$ cat src/rtl/controle_chamadas_if.sv
// Bundle of signals between the movement FSM / button I/O side and the
// call-control block. The FSM side is the master: it supplies the stage
// and buttons, and receives floor, pending calls and the dwell pulse.
interface controle_chamadas_if;
  logic [5:0] Stage;
  logic [3:0] btn;
  logic [1:0] FF;
  logic [3:0] G;
  logic       count;

  modport master (output Stage, output btn, input FF, input G, input count);
  modport slave  (input Stage, input btn, output FF, output G, output count);
endinterface

$ cat src/rtl/controle_chamadas.sv
// Call control companion for the elevator movement FSM: latches calls,
// clears the call being served on door entry, tracks the floor by timing
// continuous travel, and times the door dwell.
module controle_chamadas #(
  parameter int TRAVEL = 8,  // cycles of continuous UP/DOWN per floor step (>= 2)
  parameter int DWELL  = 4   // cycles in a door stage before count pulses (>= 2)
) (
  input  logic                 clk,
  input  logic                 rst,
  controle_chamadas_if.slave   bus
);

  localparam int TW = (TRAVEL > 1) ? $clog2(TRAVEL) : 1;
  localparam int DW = (DWELL > 1) ? $clog2(DWELL) : 1;
  localparam logic [TW-1:0] T_LAST = TW'(TRAVEL - 1);
  localparam logic [DW-1:0] D_LAST = DW'(DWELL - 1);

  typedef enum logic [2:0] {
    ST_STOP = 3'd0,
    ST_UP   = 3'd1,
    ST_CCU  = 3'd2,
    ST_DMU  = 3'd3,
    ST_DOWN = 3'd4,
    ST_DMD  = 3'd5,
    ST_CCD  = 3'd6
  } stage_t;

  stage_t        stage;
  stage_t        pstage;
  logic [1:0]    ff;
  logic [3:0]    g;
  logic          count_q;
  logic [TW-1:0] tcnt;
  logic [DW-1:0] dcnt;

  logic          is_door;
  logic          door_entry;
  logic          reversal;
  logic [3:0]    clr;

  // Decode the raw stage code; anything outside the defined set acts as STOP.
  always_comb begin
    stage = ST_STOP;
    if (bus.Stage < 6'd7)
      stage = stage_t'(bus.Stage[2:0]);
  end

  // Door entry, direct reversal and the one-hot clear of the served floor.
  always_comb begin
    is_door    = (stage == ST_CCU) || (stage == ST_CCD);
    door_entry = is_door && (stage != pstage);
    reversal   = ((stage == ST_UP)   && (pstage == ST_DOWN)) ||
                 ((stage == ST_DOWN) && (pstage == ST_UP));
    clr        = door_entry ? (4'b0001 << ff) : 4'b0000;
  end

  // Previous stage and the pending-call register; clear beats a press.
  // NOTE: state registers use non-blocking (<=) so every flop samples the
  // pre-edge values, and the reset branch sits in the sensitivity list so it
  // acts without waiting for a clock edge.
  always_ff @(posedge clk or posedge rst) begin
    if (rst) begin
      pstage <= ST_STOP;
      g      <= 4'b0000;
    end else begin
      pstage <= stage;
      g      <= (g | bus.btn) & ~clr;
    end
  end

  // Floor tracking: count travel cycles and step the floor, saturating at 0/3.
  always_ff @(posedge clk or posedge rst) begin
    if (rst) begin
      tcnt <= '0;
      ff   <= 2'd0;
    end else if ((stage == ST_UP) || (stage == ST_DOWN)) begin
      if (reversal) begin
        tcnt <= '0;
      end else if (tcnt == T_LAST) begin
        tcnt <= '0;
        if ((stage == ST_UP) && (ff != 2'd3))
          ff <= ff + 2'd1;
        else if ((stage == ST_DOWN) && (ff != 2'd0))
          ff <= ff - 2'd1;
      end else begin
        tcnt <= tcnt + 1'b1;
      end
    end else begin
      tcnt <= '0;
    end
  end

  // Door dwell timer: pulse count every DWELL cycles spent in a door stage;
  // a fresh entry (including CCU<->CCD) restarts the count from the top.
  always_ff @(posedge clk or posedge rst) begin
    if (rst) begin
      dcnt    <= '0;
      count_q <= 1'b0;
    end else if (is_door) begin
      if (door_entry) begin
        dcnt    <= DW'(1);
        count_q <= 1'b0;
      end else if (dcnt == D_LAST) begin
        dcnt    <= '0;
        count_q <= 1'b1;
      end else begin
        dcnt    <= dcnt + 1'b1;
        count_q <= 1'b0;
      end
    end else begin
      dcnt    <= '0;
      count_q <= 1'b0;
    end
  end

  assign bus.FF    = ff;
  assign bus.G     = g;
  assign bus.count = count_q;

endmodule

$ cat src/flat_wrapper.sv
// flat-port wrapper written by rule: the top's interface ports become plain ports
module controle_chamadas_flat 
#(
  parameter int TRAVEL = 8,                                                       
  parameter int DWELL  = 4                                                       
)
  (clk, rst, bus_Stage, bus_btn, bus_FF, bus_G, bus_count);
  controle_chamadas_if bus_i ();
  input  logic clk;
  input  logic rst;
  input wire logic [$bits(bus_i.Stage)-1:0] bus_Stage;
  input wire logic [$bits(bus_i.btn)-1:0] bus_btn;
  output wire logic [$bits(bus_i.FF)-1:0] bus_FF;
  output wire logic [$bits(bus_i.G)-1:0] bus_G;
  output wire logic [$bits(bus_i.count)-1:0] bus_count;
  assign bus_i.Stage = bus_Stage;
  assign bus_i.btn = bus_btn;
  assign bus_FF = bus_i.FF;
  assign bus_G = bus_i.G;
  assign bus_count = bus_i.count;
  controle_chamadas #(.TRAVEL(TRAVEL), .DWELL(DWELL)) u_core (.clk(clk), .rst(rst), .bus(bus_i));
endmodule
$ cat config.mk
export PLATFORM = sky130hd
export DESIGN_NAME = controle_chamadas_flat
export DESIGN_NICKNAME = d
export VERILOG_FILES = /design/src/rtl/controle_chamadas_if.sv /design/src/rtl/controle_chamadas.sv /design/src/flat_wrapper.sv
export SDC_FILE = /design/constraint.sdc
export NUM_CORES = 1
export LEC_CHECK = 0
export CORE_MARGIN = 5
export CORE_UTILIZATION = 28
export DETAILED_ROUTE_END_ITERATION = 8
export PLACE_DENSITY = 0.6
export SKIP_LAST_GASP = 1
export SYNTH_ARGS = -nofsm -noshare
export SYNTH_HDL_FRONTEND = slang
export SYNTH_SLANG_ARGS = --single-unit
$ cat constraint.sdc
create_clock -name clk -period 1.6 [get_ports clk]
set_input_delay 0.16 -clock clk [delete_from_list [all_inputs] [get_ports clk]]
set_output_delay 0.16 -clock clk [all_outputs]
set_load 0.03 [all_outputs]
==> results_dict.tcl, run 1 <==
set metrics [dict create \
    cts_sinks 15 \
    cts_buffer_depth 2 \
    netlist_area_um2 783 \
    cts_tree "built" \
    fin_crit_ns 1.52 \
    layout.nets 126 \
    start_util 0.289 \
    firstDrtPassIters 3 \
    htree_levels 1 \
    p_leak_nw 0.497 \
    final_common_cell "clkdlybuf4s50_1" \
    synth_area_leaders "dfrtp_1, ha_1, and3_1" \
    grt_pass1_wl_um 3090 \
    antenna_found_initial 0 \
    setup_viol 0 \
    status "finished clean" \
    layout-drive-gt1-share 0.191 \
    grt_remaining_overflow 0 \
    max_slew_margin 0.624 \
    syn-instance-count 79 \
    vias_per_cell 4.96 \
    crit_chain "clkdlybuf4s50_1, nor3_4, a21oi_1, o2111a_1, o32a_1" \
    die_y_um 62.9 \
    drv_slew 0 \
    min_path_type "in -> async" \
    critPathRequiredTime_ns 1.78 \
    drc 0 \
    swShare 0.241 \
    die_area_um2 3960 \
    synth_seq_cells 15 \
    root_buffer "clkbuf_4" \
    cp_slowest_cell "clkdlybuf4s50_1" \
    clk_pin_slew_ns 0.09 \
    drtIter0Drc 6 \
    synth_top_area_share 0.479 \
    max_freq_mhz 656 \
    vdd_ir_drop_max_mv 0.384 \
    crit_fanout 8 \
    via_count 699 \
    rsz0062_at_grt "false" \
    async_reset_ff_frac 1.00 \
    pwr-share-seq 0.552 \
    pin_count 19 \
    critical_path_buf_inv_count 1 \
    synth_nets 94 \
    rows 19 \
    drt-total-wl_um 1640 \
    detail_route.wl_per_cell_um 11.6 \
    finalWorstSetupSlack_ns 0.0764 \
    yosys_most_used_dff "dfrtp_1" \
    antenna_left 0 \
    post_cts_buffers 0 \
    cts_buffers 3 \
    synthDistinctLibCells 33 \
    grt_pass1_vias 757 \
    finalCritPeriodShare 0.952 \
    pre_cts_ws_ns -0.201 \
    cpPeakStageDelay_ns 0.46 \
    critical_path_class "in -> reg" \
    p_int_w 0.000529 \
    crit_family "compound AO/OA/AOI/OAI gates" \
    yosysTopAreaCell "dfrtp_1" \
    power_density_nw_per_um2 628 \
    port_buffers 18 \
    drv_cap 0 \
    r2r-start "u_core.pstage[1]" \
    startpoint "bus_Stage[3]" \
    final_cell_mix "clkdlybuf4s50_1, dfrtp_1, buf_4" \
    ys.warnings.count 0 \
    syn2layout_area_growth_pct 41.5 \
    core_um2 2710 \
    die_x_um 62.9 \
    clk_latency_ns 0.29 \
    p_clk_frac 0.309 \
    tightestPinTransition_ns 0.563 \
    place.gp.congestion 0.763 \
    antennaDiodeCount 0 \
    fin_skew_ns 0.0124 \
    worst_setup_path_start_kind "primary input" \
    power_frac_comb 0.139 \
    yosysSeqAreaShare 0.479 \
    grt_start_max_net_pins 16 \
    power.switching_w 0.000167 \
    finalSetupTns_ns 0 \
    synth_edf_count 0 \
    grt_use_total 0.0948 \
    worstSetupEndpointType "flip-flop" \
    avgSynthCellArea_um2 9.91 \
    dp_hpwl_um 1300 \
    cp.arrival_ns 1.71 \
    hold_viol 0 \
]
[synth_stat cells (all sizes together) (2+ instances only)]
cell     n
nand3    2
and3     5
inv      5
nor2     6
nand2    4
dfrtp   15
ha       3
nand2b   2
a21oi    5
a31oi    2
o21ai    2
buf      2
nor3b    3
nor3     6
[metal layers]
| layer | track usage | vias up | routed length, µm |
|---|---|---|---|
| li1 | - | 350 | - |
| met3 | 0.0216 | 5 | 114 |
| met5 | 0 | - | 0 |
| met1 | 0.113 | 323 | 766 |
| met2 | 0.150 | 21 | 707 |
| met4 | 0.0637 | 0 | 50 |
[timing repair]
action / CTS / global route
hold buffers: 0 / 0
endpoints found under the setup margin: 1 / 1
resized for setup: 1 / 1
[stage by stage]
stage          cell area, µm²  power (W)  instances  hold WS [ns]  utilization
6_report                 1110   0.000696        141         0.217        0.409
5_1_grt                  1110   0.000729        141         0.283        0.409
4_1_cts                  1100   0.000705        141         0.251        0.407
3_5_place_dp             1080   0.000489        137         0.427        0.397
3_3_place_gp             1080   0.000487        137         0.430        0.397
2_1_floorplan             783   0.000431         79        0.0615            -
[power by group through the flow]
stage / Clock, W / Combinational [W] / Sequential [W]
5_1_grt: 0.000237 / 0.000107 / 0.000385
6_report: 0.000215 / 0.0000968 / 0.000384
3_3_place_gp: 0 / 0.0000955 / 0.000392
2_1_floorplan: 0 / 0.0000372 / 0.000393
4_1_cts: 0.000222 / 0.0000978 / 0.000384
3_5_place_dp: 0 / 0.0000974 / 0.000392
[sequential cells by signal, indices dropped and copies added (netlist names)]
signal,flops
u_core.bus.FF,2
u_core.tcnt,3
u_core.bus.G,4
u_core.bus.count,1
u_core.dcnt,2
u_core.pstage,3
[cell type report]
| class | instances | area (µm²) |
|---|---|---|
| Clock inverter | 1 | 5.00 |
| Sequential cell | 15 | 375 |
| Inverter | 5 | 18.8 |
| Clock buffer | 3 | 22.5 |
| Timing Repair Buffer | 30 | 269 |
| Tap cell | 31 | 38.8 |
| Fill cell | 278 | 1600 |
| Multi-Input combinational cell | 56 | 379 |
[worst register-to-register path, delay by kind of cell (launching register included)]
| family | cells | cell delay [ns] |
|---|---|---|
| and+or+nand+nor | 2 | 0.52 |
| buffers and inverters | 1 | 0.17 |
| AOI/OAI and AO/OA | 1 | 0.17 |
| DFF | 1 | 0.43 |
[final timing paths]
| path | to | slack, ns | cells after the start |
|---|---|---|---|
| worst max register to register | u_core.tcnt[2] | 0.20 | 4 |
| worst max-delay path | u_core.bus.G[3] | 0.08 | 5 |
| min in group clk | u_core.tcnt[0] | 0.44 | 1 |
| max in group asynchronous | u_core.tcnt[1] | 1.00 | 2 |
| worst min-delay path | u_core.bus.FF[1] | 0.22 | 2 |
| worst min register to register | u_core.tcnt[0] | 0.44 | 1 |
[kinds of logic (layout without fill, tap and decap cells)]
group | count (synthesis) | after routing | share of synthesized area
buffers and inverters | 8 | 39 | 0.0447
AND/OR/NAND/NOR | 34 | 34 | 0.259
flip-flops | 15 | 15 | 0.479
adder cells (fa/ha/maj) | 3 | 3 | 0.0479
AO/OA/AOI/OAI | 19 | 19 | 0.169
(Power assumes the default switching activity.)
==> run 2: changes to the inputs <==
--- a/config.mk
+++ b/config.mk
@@ -8,6 +8,7 @@
 export CORE_MARGIN = 5
 export CORE_UTILIZATION = 28
 export DETAILED_ROUTE_END_ITERATION = 8
+export MAX_ROUTING_LAYER = met4
 export PLACE_DENSITY = 0.6
 export SKIP_LAST_GASP = 1
 export SYNTH_ARGS = -nofsm -noshare
==> results_dict.tcl, run 2 (synthesis results as in run 1) <==
set metrics [dict create \
    start_util 0.289 \
    p_leak_nw 0.497 \
    cpPeakStageDelay_ns 0.46 \
    reg2reg_to "u_core.tcnt[2]" \
    post_cts_buffers 0 \
    finalCritPeriodShare 0.952 \
    r2r-start "u_core.pstage[1]" \
    clk_pin_slew_ns 0.09 \
    vdd_ir_drop_max_mv 0.384 \
    final_common_cell "clkdlybuf4s50_1" \
    port_buffers 18 \
    p_int_w 0.000529 \
    reg2reg_slack_ns 0.20 \
    cp.arrival_ns 1.71 \
    antenna_found_initial 0 \
    drt-total-wl_um 1640 \
    die_area_um2 3960 \
    rows 19 \
    status "finished clean" \
    drc 0 \
    path_depth 5 \
    tightestPinTransition_ns 0.563 \
    cp-endpoint "u_core.bus.G[3]" \
    power_frac_comb 0.139 \
    vias_per_cell 4.96 \
    r2r_cells 4 \
    cp_slowest_cell "clkdlybuf4s50_1" \
    firstDrtPassIters 3 \
    crit_family "compound AO/OA/AOI/OAI gates" \
    htree_levels 1 \
    rsz0062_at_grt "false" \
    place.gp.congestion 0.773 \
    critPathRequiredTime_ns 1.78 \
    crit_fanout 8 \
    grt_remaining_overflow 0 \
    antennaDiodeCount 0 \
    die_x_um 62.9 \
    pwr-share-seq 0.552 \
    hold_viol 0 \
    cts_buffer_depth 2 \
    critical_path_class "in -> reg" \
    worstSetupEndpointType "flip-flop" \
    critical_path_buf_inv_count 1 \
    min_path_type "in -> async" \
    cts_sinks 15 \
    syn2layout_area_growth_pct 41.5 \
    cts_tree "built" \
    fin_hold_ws_ns 0.217 \
    dp_hpwl_um 1300 \
    power_density_nw_per_um2 628 \
    cts_buffers 3 \
    pin_count 19 \
    crit_chain "clkdlybuf4s50_1, nor3_4, a21oi_1, o2111a_1, o32a_1" \
    setup_viol 0 \
    drv_slew 0 \
    drtIter0Drc 6 \
    grt_pass1_vias 757 \
    final_cell_mix "clkdlybuf4s50_1, dfrtp_1, buf_4" \
    max_slew_margin 0.624 \
    grt_use_total 0.0974 \
    grt_start_max_net_pins 16 \
    fin_skew_ns 0.0124 \
    detail_route.wl_per_cell_um 11.6 \
    startpoint "bus_Stage[3]" \
    final_util 0.409 \
    swShare 0.241 \
    root_buffer "clkbuf_4" \
    power.switching_w 0.000167 \
    layout-drive-gt1-share 0.191 \
    p_clk_frac 0.309 \
    antenna_left 0 \
    max_freq_mhz 656 \
    fin_crit_ns 1.52 \
    layout.nets 126 \
    via_count 699 \
    worst_setup_path_start_kind "primary input" \
    largest_register_ffs 4 \
    die_y_um 62.9 \
    drv_cap 0 \
    core_um2 2710 \
    clk_latency_ns 0.29 \
    grt_pass1_wl_um 3090 \
]
## run 2: cell counts in the layout (fill, tap and decap cells not counted)
Identical to the previous run, type by type.
## run 2: stage by stage
stage / total power (W) / instances / worst slack (ns) / area [µm²] / TNS (ns)
2_1_floorplan: 0.000431 / 79 / 0.232 / 783 / 0
3_3_place_gp: 0.000487 / 137 / -0.161 / 1080 / -0.892
3_5_place_dp: 0.000489 / 137 / -0.201 / 1080 / -1.18
4_1_cts: 0.000705 / 141 / 0.104 / 1100 / 0
5_1_grt: 0.000729 / 141 / 0.0225 / 1110 / 0
6_report: 0.000696 / 141 / 0.0764 / 1110 / 0
## run 2: worst min path at each step
stage	cells after the start	to	startpoint	slack, ns
CTS	2	u_core.bus.G[0]	rst	0.25
global route	2	u_core.bus.G[0]	rst	0.28
floorplan	1	u_core.bus.FF[0]	rst	0.06
finish	2	u_core.bus.FF[1]	rst	0.22
global placement	1	u_core.tcnt[0]	u_core.tcnt[0]	0.43
detailed placement	1	u_core.tcnt[0]	u_core.tcnt[0]	0.43
## run 2: repair_timing
item,in CTS,in global routing
hold buffers,0,0
pin swaps,0,0
setup endpoints to repair,1,1
gates resized for setup,1,1
## run 2: power by group through the flow
| stage | logic (W) | registers (W) | clock network [W] |
|---|---|---|---|
| floorplan | 0.0000372 | 0.000393 | 0 |
| CTS | 0.0000978 | 0.000384 | 0.000222 |
| finish | 0.0000968 | 0.000384 | 0.000215 |
| global placement | 0.0000955 | 0.000392 | 0 |
| global route | 0.000107 | 0.000385 | 0.000237 |
| detailed placement | 0.0000974 | 0.000392 | 0 |
## run 2: cell type report
type	instances	area, µm²
Timing Repair Buffer	30	269
Inverter	5	18.8
Sequential cell	15	375
Tap cell	31	38.8
Clock buffer	3	22.5
Fill cell	278	1600
Clock inverter	1	5.00
Multi-Input combinational cell	56	379
## run 2: layer usage
layer / up-vias / GRT usage / share of wire
li1: 350 / - / -
met1: 323 / 0.114 / 0.47
met2: 21 / 0.150 / 0.43
met3: 5 / 0.0198 / 0.064
met4: 0 / 0.0637 / 0.031
met5: - / - / 0
## run 2: worst reg2reg max path, delay by kind of cell, from the launching register on
family | cells | cell delay (ns)
AOI/OAI and AO/OA | 1 | 0.17
buffers and inverters | 1 | 0.17
DFF | 1 | 0.43
and+or+nand+nor | 2 | 0.52
